$ cat config.mk
export PLATFORM = sky130hd
export DESIGN_NAME = load_store_unit_flat
export DESIGN_NICKNAME = d
export VERILOG_FILES = /design/src/rtl/load_store_unit_if.sv /design/src/rtl/load_store_unit.sv /design/src/flat_wrapper.sv
export SDC_FILE = /design/constraint.sdc
export NUM_CORES = 1
export LEC_CHECK = 0
export ABC_AREA = 1
export BUFFER_PORTS_ARGS = -buffer_cell sky130_fd_sc_hd__buf_2
export CORE_MARGIN = 8
export CORE_UTILIZATION = 38
export DETAILED_ROUTE_END_ITERATION = 10
export GPL_TIMING_DRIVEN = 1
export HOLD_SLACK_MARGIN = 0.08
export SETUP_SLACK_MARGIN = 0.02
export SLEW_MARGIN = 20
export SYNTH_ARGS = -nofsm -noshare
export SYNTH_HDL_FRONTEND = slang
export SYNTH_SLANG_ARGS = --single-unit
$ cat constraint.sdc
create_clock -name clk -period 2.5 [get_ports clk]
set_input_delay 0.125 -clock clk [delete_from_list [all_inputs] [get_ports clk]]
set_output_delay 0.125 -clock clk [all_outputs]
set_load 0.02 [all_outputs]
$ cat src/rtl/load_store_unit_if.sv
// Bundle between the datapath, the load/store unit and the data memory.
//   req_*   : request handshake and fields (datapath -> unit, req_ready back)
//   resp_*  : one-cycle completion with extended load data / misalign flag
//   mem_*   : word-addressed data memory port (combinational read data in)
// Modports: slave = the load/store unit, master = datapath + memory side.
interface load_store_unit_if #(parameter int N = 32);
  logic         req_valid;
  logic         req_ready;
  logic         req_write;
  logic [1:0]   req_size;
  logic         req_signed;
  logic [N-1:0] req_addr;
  logic [N-1:0] req_wdata;
  logic         resp_valid;
  logic [N-1:0] resp_rdata;
  logic         resp_misaligned;
  logic         mem_read_enable;
  logic         mem_write_enable;
  logic [N-1:0] mem_address;
  logic [N-1:0] mem_write_data;
  logic [N-1:0] mem_data_in;

  modport slave (
    input  req_valid, req_write, req_size, req_signed, req_addr, req_wdata,
           mem_data_in,
    output req_ready, resp_valid, resp_rdata, resp_misaligned,
           mem_read_enable, mem_write_enable, mem_address, mem_write_data
  );

  modport master (
    output req_valid, req_write, req_size, req_signed, req_addr, req_wdata,
           mem_data_in,
    input  req_ready, resp_valid, resp_rdata, resp_misaligned,
           mem_read_enable, mem_write_enable, mem_address, mem_write_data
  );
endinterface

$ cat src/rtl/load_store_unit.sv
// Load/store unit: accepts one byte/half/word load or store per handshake,
// issues word-wide reads/writes to a word-addressed data memory (sub-word
// stores by read-modify-write) and returns a one-cycle response.
// Ports:
//   clk   : rising-edge clock
//   reset : synchronous, active-high
//   bus   : load_store_unit_if.slave (request, response, memory port)
module load_store_unit #(
  parameter int N = 32
) (
  input  logic                clk,
  input  logic                reset,
  load_store_unit_if.slave    bus
);

  typedef enum logic [1:0] {IDLE, READ, WRITE, RESP} state_t;

  state_t       state_q, state_d;
  logic [N-1:0] addr_q, addr_d;
  logic [N-1:0] wdata_q, wdata_d;
  logic [N-1:0] rdata_q, rdata_d;
  logic [1:0]   size_q, size_d;
  logic         signed_q, signed_d;
  logic         write_q, write_d;
  logic         mis_q, mis_d;

  logic         req_misaligned;
  logic [N-1:0] merged_word;
  logic [N-1:0] shifted_word;
  logic [N-1:0] load_value;

  always_comb begin
    unique case (bus.req_size)
      2'b00:   req_misaligned = 1'b0;
      2'b01:   req_misaligned = bus.req_addr[0];
      2'b10:   req_misaligned = |bus.req_addr[1:0];
      default: req_misaligned = 1'b1;
    endcase
  end

  // Lane insert for sub-word stores and lane extract for loads, both
  // working on the word currently presented by memory in READ.
  always_comb begin
    merged_word = bus.mem_data_in;
    if (size_q == 2'b00) begin
      merged_word[{addr_q[1:0], 3'b000} +: 8] = wdata_q[7:0];
    end else begin
      merged_word[{addr_q[1], 4'b0000} +: 16] = wdata_q[15:0];
    end
    shifted_word = bus.mem_data_in >> {addr_q[1:0], 3'b000};
    unique case (size_q)
      2'b00:   load_value = {{(N-8){signed_q & shifted_word[7]}}, shifted_word[7:0]};
      2'b01:   load_value = {{(N-16){signed_q & shifted_word[15]}}, shifted_word[15:0]};
      default: load_value = shifted_word;
    endcase
  end

  always_comb begin
    state_d  = state_q;
    addr_d   = addr_q;
    wdata_d  = wdata_q;
    rdata_d  = rdata_q;
    size_d   = size_q;
    signed_d = signed_q;
    write_d  = write_q;
    mis_d    = mis_q;
    unique case (state_q)
      IDLE: begin
        if (bus.req_valid) begin
          addr_d   = bus.req_addr;
          size_d   = bus.req_size;
          signed_d = bus.req_signed;
          write_d  = bus.req_write;
          wdata_d  = bus.req_wdata;
          if (req_misaligned) begin
            mis_d   = 1'b1;
            rdata_d = '0;
            state_d = RESP;
          end else if (bus.req_write && bus.req_size == 2'b10) begin
            state_d = WRITE;
          end else begin
            state_d = READ;
          end
        end
      end
      READ: begin
        // Memory data is only trusted on this edge; a sub-word store keeps
        // the merged word in the write-data register for the WRITE cycle.
        if (write_q) begin
          wdata_d = merged_word;
          state_d = WRITE;
        end else begin
          rdata_d = load_value;
          state_d = RESP;
        end
      end
      WRITE: state_d = RESP;
      RESP: begin
        rdata_d = '0;
        mis_d   = 1'b0;
        state_d = IDLE;
      end
      default: state_d = IDLE;
    endcase
  end

  always_ff @(posedge clk) begin
    if (reset) begin
      state_q  <= IDLE;
      addr_q   <= '0;
      wdata_q  <= '0;
      rdata_q  <= '0;
      size_q   <= '0;
      signed_q <= 1'b0;
      write_q  <= 1'b0;
      mis_q    <= 1'b0;
    end else begin
      state_q  <= state_d;
      addr_q   <= addr_d;
      wdata_q  <= wdata_d;
      rdata_q  <= rdata_d;
      size_q   <= size_d;
      signed_q <= signed_d;
      write_q  <= write_d;
      mis_q    <= mis_d;
    end
  end

  always_comb begin
    bus.req_ready        = (state_q == IDLE);
    bus.resp_valid       = (state_q == RESP);
    bus.resp_rdata       = rdata_q;
    bus.resp_misaligned  = mis_q;
    bus.mem_read_enable  = (state_q == READ);
    // Gated by reset so an aborted store cannot touch memory.
    bus.mem_write_enable = (state_q == WRITE) & ~reset;
    bus.mem_address      = ((state_q == READ) || (state_q == WRITE))
                           ? {2'b00, addr_q[N-1:2]} : '0;
    bus.mem_write_data   = (state_q == WRITE) ? wdata_q : '0;
  end

endmodule
$ cat src/flat_wrapper.sv
// flat-port wrapper written by rule: the top's interface ports become plain ports
module load_store_unit_flat 
#(
  parameter int N = 32
)
  (clk, reset, bus_req_valid, bus_req_write, bus_req_size, bus_req_signed, bus_req_addr, bus_req_wdata, bus_mem_data_in, bus_req_ready, bus_resp_valid, bus_resp_rdata, bus_resp_misaligned, bus_mem_read_enable, bus_mem_write_enable, bus_mem_address, bus_mem_write_data);
  load_store_unit_if #(.N(N)) bus_i ();
  input  logic clk;
  input  logic reset;
  input wire logic [$bits(bus_i.req_valid)-1:0] bus_req_valid;
  input wire logic [$bits(bus_i.req_write)-1:0] bus_req_write;
  input wire logic [$bits(bus_i.req_size)-1:0] bus_req_size;
  input wire logic [$bits(bus_i.req_signed)-1:0] bus_req_signed;
  input wire logic [$bits(bus_i.req_addr)-1:0] bus_req_addr;
  input wire logic [$bits(bus_i.req_wdata)-1:0] bus_req_wdata;
  input wire logic [$bits(bus_i.mem_data_in)-1:0] bus_mem_data_in;
  output wire logic [$bits(bus_i.req_ready)-1:0] bus_req_ready;
  output wire logic [$bits(bus_i.resp_valid)-1:0] bus_resp_valid;
  output wire logic [$bits(bus_i.resp_rdata)-1:0] bus_resp_rdata;
  output wire logic [$bits(bus_i.resp_misaligned)-1:0] bus_resp_misaligned;
  output wire logic [$bits(bus_i.mem_read_enable)-1:0] bus_mem_read_enable;
  output wire logic [$bits(bus_i.mem_write_enable)-1:0] bus_mem_write_enable;
  output wire logic [$bits(bus_i.mem_address)-1:0] bus_mem_address;
  output wire logic [$bits(bus_i.mem_write_data)-1:0] bus_mem_write_data;
  assign bus_i.req_valid = bus_req_valid;
  assign bus_i.req_write = bus_req_write;
  assign bus_i.req_size = bus_req_size;
  assign bus_i.req_signed = bus_req_signed;
  assign bus_i.req_addr = bus_req_addr;
  assign bus_i.req_wdata = bus_req_wdata;
  assign bus_i.mem_data_in = bus_mem_data_in;
  assign bus_req_ready = bus_i.req_ready;
  assign bus_resp_valid = bus_i.resp_valid;
  assign bus_resp_rdata = bus_i.resp_rdata;
  assign bus_resp_misaligned = bus_i.resp_misaligned;
  assign bus_mem_read_enable = bus_i.mem_read_enable;
  assign bus_mem_write_enable = bus_i.mem_write_enable;
  assign bus_mem_address = bus_i.mem_address;
  assign bus_mem_write_data = bus_i.mem_write_data;
  load_store_unit #(.N(N)) u_core (.clk(clk), .reset(reset), .bus(bus_i));
endmodule
# After elaboration in Yosys (flattened, before gate mapping)
# Index checks and enable logic that the tools add are counted.
[word_totals]
regBits = 103
in_bits = 103
out_inout_bits = 101
word_cells = 64
[op_classes]
add_sub_neg = 2
n_eq_ne = 10
shift = 5
muxes = 22
bitwise = 4
n_reduce_logical = 13
[op_table]
columns = ["op", "n"]
rows = [
  ["two-way mux 32 bit", 7],
  ["one-hot mux 32 bit (2 select lines)", 2],
  ["one-hot mux 32 bit (3 select lines)", 1],
  ["bitwise mux 32 bit", 2],
  ["variable shift 16 x 7 -> 32 bit, first input constant", 1],
  ["variable shift 8 x 7 -> 32 bit, first input constant", 1],
  ["indexed part select 16 x 7 -> 32 bit", 1],
  ["indexed part select 8 x 7 -> 32 bit", 1],
  [">> shifter 32 x 5 -> 32 bit", 1],
  ["two-way mux 30 bit", 1],
  ["negation 5 -> 7 bit", 2],
  ["one-hot mux 2 bit (4 select lines)", 1],
  ["== test 2 x 1 -> 1 bit, second input constant", 3],
  ["== test 2 bit, second input constant", 3],
  ["zero test 2 bit", 3],
  ["two-way mux 2 bit", 3],
  ["AND reduction 3 bit", 2],
  ["!= test 2 x 1 -> 1 bit, second input constant", 2],
  ["!= test 2 bit, second input constant", 2],
  ["AND reduction 4 bit", 1],
  ["nonzero test 2 bit", 2],
  ["AND 1 bit", 3],
  ["two-way mux 1 bit", 3],
  ["one-hot mux 1 bit (3 select lines)", 1],
  ["other kinds (7)", 7],
]

# Depth between registers and ports, before layout
[depth]
word_depth = 6
depth_mapped = 12
ltp_nobuf = 10

# Least setup slack after synthesis
# No wires, ideal clock.
[synth_timing]
kind = "reg-to-reg"
from = "register u_core.state_q[1]"
to = "register u_core.wdata_q[12]"
setup_ns = 0.109
arrival_time_ns = 1.742
required_time_ns = 2.391
setup_slack_ns = 0.649
path_stages_with_launch = 13
n_path_buf = 2
period_less_slack_ns = 1.851
path_cell_list = "dfxtp_1 > inv_1 > ha_1 > buf_4 > inv_4 > or2_1 > nand2_2 > nor2_4 > buf_4 > nor2_1 > nor2_1 > nand2_1 > inv_1"
[synth_via]
elab_chain_len = 3
word_cells_on_any_way = 7
classes_between = "3 x eq/ne; 1 x mux; 3 x reduce/logical"
[synth_rtl]
columns = ["item", "line_no", "rtl"]
rows = [
  ["from (decl)", "load_store_unit.sv:18", "state_t state_q, state_d;"],
  ["from (signal assigned)", "load_store_unit.sv:118", "state_q <= state_d;"],
  ["== test 2 x 1 -> 1 bit (*)", "-", ""],
  ["via bus_mem_read_enable", "flat_wrapper.sv:21", "output wire logic [$bits(bus_i.mem_read_enable)-1:0] bus_mem_read_enable;"],
  ["!= test 2 x 1 -> 1 bit (no line) or nonzero test 2 bit (tied branches)", "-", ""],
  ["AND reduction 3 bit (no line)", "-", ""],
  ["to (signal assigned)", "load_store_unit.sv:120", "wdata_q <= wdata_d;"],
  ["to (decl)", "load_store_unit.sv:20", "logic [N-1:0] wdata_q, wdata_d;"],
]
# The timed path passes the listed nets; every way through them passes the cells marked *.
# A chain may end at the register's enable or synchronous reset.

# Final worst setup path
[layout_timing]
from = "register u_core.state_q[0]"
to = "output bus_mem_address[1]"
[layout_via]
elab_chain_len = 3
word_cells_on_any_way = 4
classes_between = "2 x eq/ne; 1 x mux; 1 x reduce/logical"
[layout_rtl]
columns = ["item", "line_no", "rtl"]
rows = [
  ["== test 2 x 1 -> 1 bit or == test 2 bit (tied branches)", "load_store_unit.sv:137", "bus.mem_address = ((state_q == READ) || (state_q == WRITE))"],
  ["logical OR 1 bit (*)", "load_store_unit.sv:137", ""],
  ["two-way mux 30 bit (*)", "load_store_unit.sv:138", "? {2'b00, addr_q[N-1:2]} : '0;"],
  ["to (decl)", "flat_wrapper.sv:23", "output wire logic [$bits(bus_i.mem_address)-1:0] bus_mem_address;"],
]
# Every way passes the cells marked *; elsewhere a longest branch is shown, timed or not.

==> impl_metrics.csv <==
group,metric,value,unit
status,status,"complete, no violations",
routing,wl_per_cell,15.6,um
finish,share_of_final_layout_standard_cells_stronger_than_drive_strength_1,0.212,
floorplan,design.die.area,20700,um2
synthesis,synth.top_cell.area_share,0.332,
worst_setup_path,worst_path_max_delay_cell,"ha_1",
synthesis,muxShareOfSynthArea,0,
synthesis,avgSynthCellArea,6.12,um2
synthesis,synthAdderAreaFrac,0.0202,
grt,grt_start_max_net_pins,55,
floorplan,floorplan.initialDensity,0.389,
floorplan,dieWidth,144,um
worst_setup_path,r2r_slack,430,ps
clock_tree,tritoncts_clock_tree,"done",
worst_setup_path,worst_path_largest_cell_delay,460,ps
timing,setup_tns,0,ps
routing,via_count,7128,
worst_setup_path,rr_worst_depth,9,
worst_setup_path,worst_ep_required_time,2380,ps
timing,max_freq,483,MHz
routing,detail-route-antenna-nets,0,
worst_setup_path,worstReg2RegStart,"u_core.state_q[1]",
synthesis,synth-async-reset-ratio,0,
clock_tree,cts-root-buf,"clkbuf_16",
worst_setup_path,nature_of_the_critical_path_startpoint,"flop",
routing,drc,0,
clock_tree,cts_made_buffers,9,
worst_setup_path,path_max_fanout,24,
grt,grt_pass1_wl,35.1,mm
synthesis,yosys-top-cells-area,"dfxtp_1, nand2_1, o21ai_0, nor2_1, inv_1",
synthesis,post_synth_design_cell_area,6210,um2
grt,antenna_found_initial,1,
synthesis,post-synth-top-area-cell,"dfxtp_1",
worst_setup_path,path_buf_inv,4,
floorplan,die_height,144,um
worst_setup_path,critPathTopFamily,"buffers and inverters",
synthesis,synth_compound_gate_area_share,0.196,
timing,final_slew_viol_count,0,
synthesis,synth_flop_cell,"dfxtp_1",
synthesis,synth_top_family_by_area,"simple AND/OR/NAND/NOR gates",
routing,drt_pre_antenna_iters,5,
worst_setup_path,endpoint_kind,"output port",
routing,finalWirelength,22.5,mm
synthesis,number_of_enable_type_register_cells_in_the_synthesized_netlist,0,
finish,antenna_cells,0,
job,max_cap_viol_count,0,
finish,fillCellCount,1748,
grt,grt_pass1_vias,6810,
routing,via_per_inst,4.94,
synthesis,post_synth_inst_count,1014,
clock_tree,clkLatencyLatePin,360,ps
finish,area_growth,29.6,%
power,power_leakage,4.16,nW
floorplan,fp.coreArea,15900,um2
timing,max_slew.worst_pin.slew,546,ps
worst_setup_path,crit_type,"reg2out",
worst_hold_path,min_delay_path_depth,3,
timing,finalSetupViolCount,0,
timing,setup_repair_after_global_routing_missed_its_margin,"no",
placement,port_buffers,201,
clock_tree,clkSinkCount,103,
power,power-per-cell-area,1060,nW/um2
worst_setup_path,terminus_of_the_critical_flop_to_flop_path,"u_core.wdata_q[2]",
clock_tree,cts_buffer_depth,2,
worst_hold_path,hold_class,"in2reg",
timing,final_hold_viol_count,0,
synthesis,ys_top_cells_by_count,"nand2_1, o21ai_0, nor2_1",
finish,layout.core_utilization,0.504,
grt,global_route.usage.total,0.215,
routing,drt_iter0_drc,645,
power,worst_ir_drop_vdd,0.000417,V
clock_tree,h-tree-depth,3,
timing,final.min_clock_period,2070,ps
synthesis,synthesis.yosys.warnings,0,
timing,layout_worst_path_cycle_share,0.828,
finish,num-nets-final,1335,
synthesis,synth-seq-area-share,0.332,
placement,gpl.final_weighted_congestion,0.973,
synthesis,ys_seq_elements,103,
worst_setup_path,timing.critical_path.cells,"inv_1 -> ha_1 -> buf_4 -> nand2_1 -> inv_1 -> buf_2",
timing,slew_headroom,0.634,
grt,globalRoute.totalOverflow,0,
floorplan,ioPinCount,204,
timing,fin_worst_skew,6.63,ps
power,p_total,0.00850,W
worst_hold_path,min_to,"u_core.wdata_q[24]",
synthesis,ys_types,36,
placement,dp.final_hpwl,16.8,mm
floorplan,placementRows,46,
synthesis,yosys.area_share.xor_xnor,0,
worst_setup_path,worstPathArrival,1940,ps
worst_hold_path,worst_hold_startpoint,"bus_req_wdata[24]",
worst_setup_path,cell_mode_on_critical_path,"inv_1",
synthesis,yosys.area_share.simple,0.327,
clock_tree,cts_resized,0,
synthesis,yosysMostFrequentCell,"nand2_1",
clock_tree,clk_pin_slew_worst_paths,70,ps
## flip-flops by register name, summed over array words and instances, names as in the netlist
| name | cells |
|---|---|
| u_core.addr_q | 32 |
| u_core.wdata_q | 32 |
| u_core.write_q | 1 |
| u_core.bus.resp_rdata | 32 |
| u_core.signed_q | 1 |
| u_core.state_q | 2 |
| u_core.bus.resp_misaligned | 1 |
| u_core.size_q | 2 |
## cell type report
type | count | area, um2 | share of cell area
Sequential cell | 103 | 2060 | 0.257
Clock inverter | 7 | 96.3 | 0.0120
Inverter | 112 | 423 | 0.0526
Multi-Input combinational cell | 732 | 3380 | 0.420
Clock buffer | 9 | 225 | 0.0280
Timing Repair Buffer | 264 | 1590 | 0.197
Tap cell | 216 | 270 | 0.0336
## worst max path at each step
| stage | startpoint | end | slack, ps | cells past startpoint |
|---|---|---|---|---|
| finish | u_core.state_q[0] | bus_mem_address[1] | 430 | 6 |
| detailed placement | u_core.state_q[1] | u_core.wdata_q[2] | 440 | 9 |
| global route | u_core.state_q[1] | u_core.wdata_q[6] | 230 | 9 |
| CTS | u_core.state_q[0] | bus_mem_address[7] | 420 | 6 |
| floorplan | u_core.state_q[1] | u_core.wdata_q[12] | 650 | 12 |
| global placement | u_core.state_q[1] | u_core.wdata_q[7] | 500 | 9 |
## worst register-to-register path: cells and delay by family (launching register included)
kind	cells	cell delay [ps]
AND/OR/NAND/NOR	5	950
flip-flops	1	390
buffers and inverters	2	280
adder cells (fa/ha/maj)	1	250
AO/OA/AOI/OAI	1	70
## layer usage
| layer | up-vias | routed length, um | GRT usage |
|---|---|---|---|
| met5 | - | 13 | 0 |
| met4 | 2 | 418 | 0.0681 |
| met3 | 32 | 2090 | 0.0567 |
| met2 | 269 | 9760 | 0.330 |
| met1 | 3185 | 10200 | 0.288 |
| li1 | 3640 | - | - |
## cells in the final DEF, fill, tap and decap left out, types with 4 or more instances in the layout
cell / count
dfxtp_1: 102
nor2_1: 106
a21oi_2: 9
inv_2: 4
clkbuf_16: 9
ha_1: 10
inv_1: 105
buf_2: 201
o211ai_1: 11
a31oi_1: 16
buf_4: 20
nand4_1: 8
dlygate4sd3_1: 43
o21ai_0: 109
o22ai_1: 17
nand2_1: 321
a21oi_1: 56
nand3_1: 48
## metrics by stage
step	instances	worst slack (ps)	hold slack (ps)	cell area (um2)
final	1443	430	87.3	8040
after global routing	1443	231	104	8040
after CTS	1443	419	81.0	8040
after detailed placement	1384	442	383	7290
after global placement	1384	504	375	7290
after floorplan	1015	649	292	6210
## cell families (layout without fill, tap and decap cells)
kind of cell,Yosys count,count (layout)
simple gates,498,498
compound gates,222,222
flops,103,103
buf+inv,180,392
fa+ha+maj,10,10
other cells,1,2
## power breakdown
group | leakage [nW] | switching, W | internal [W] | total [W]
combinational | 3.17 | 0.00304 | 0.00139 | 0.00443
sequential | 0.844 | 0.000391 | 0.00213 | 0.00252
clock | 0.148 | 0.000666 | 0.000880 | 0.00155
## repair_timing
action                                 4_1_cts  5_1_grt
hold buffers                                43        0
endpoints found under the hold margin       43        0
setup buffers                                0        0
Power figures use the tool's default switching activity.
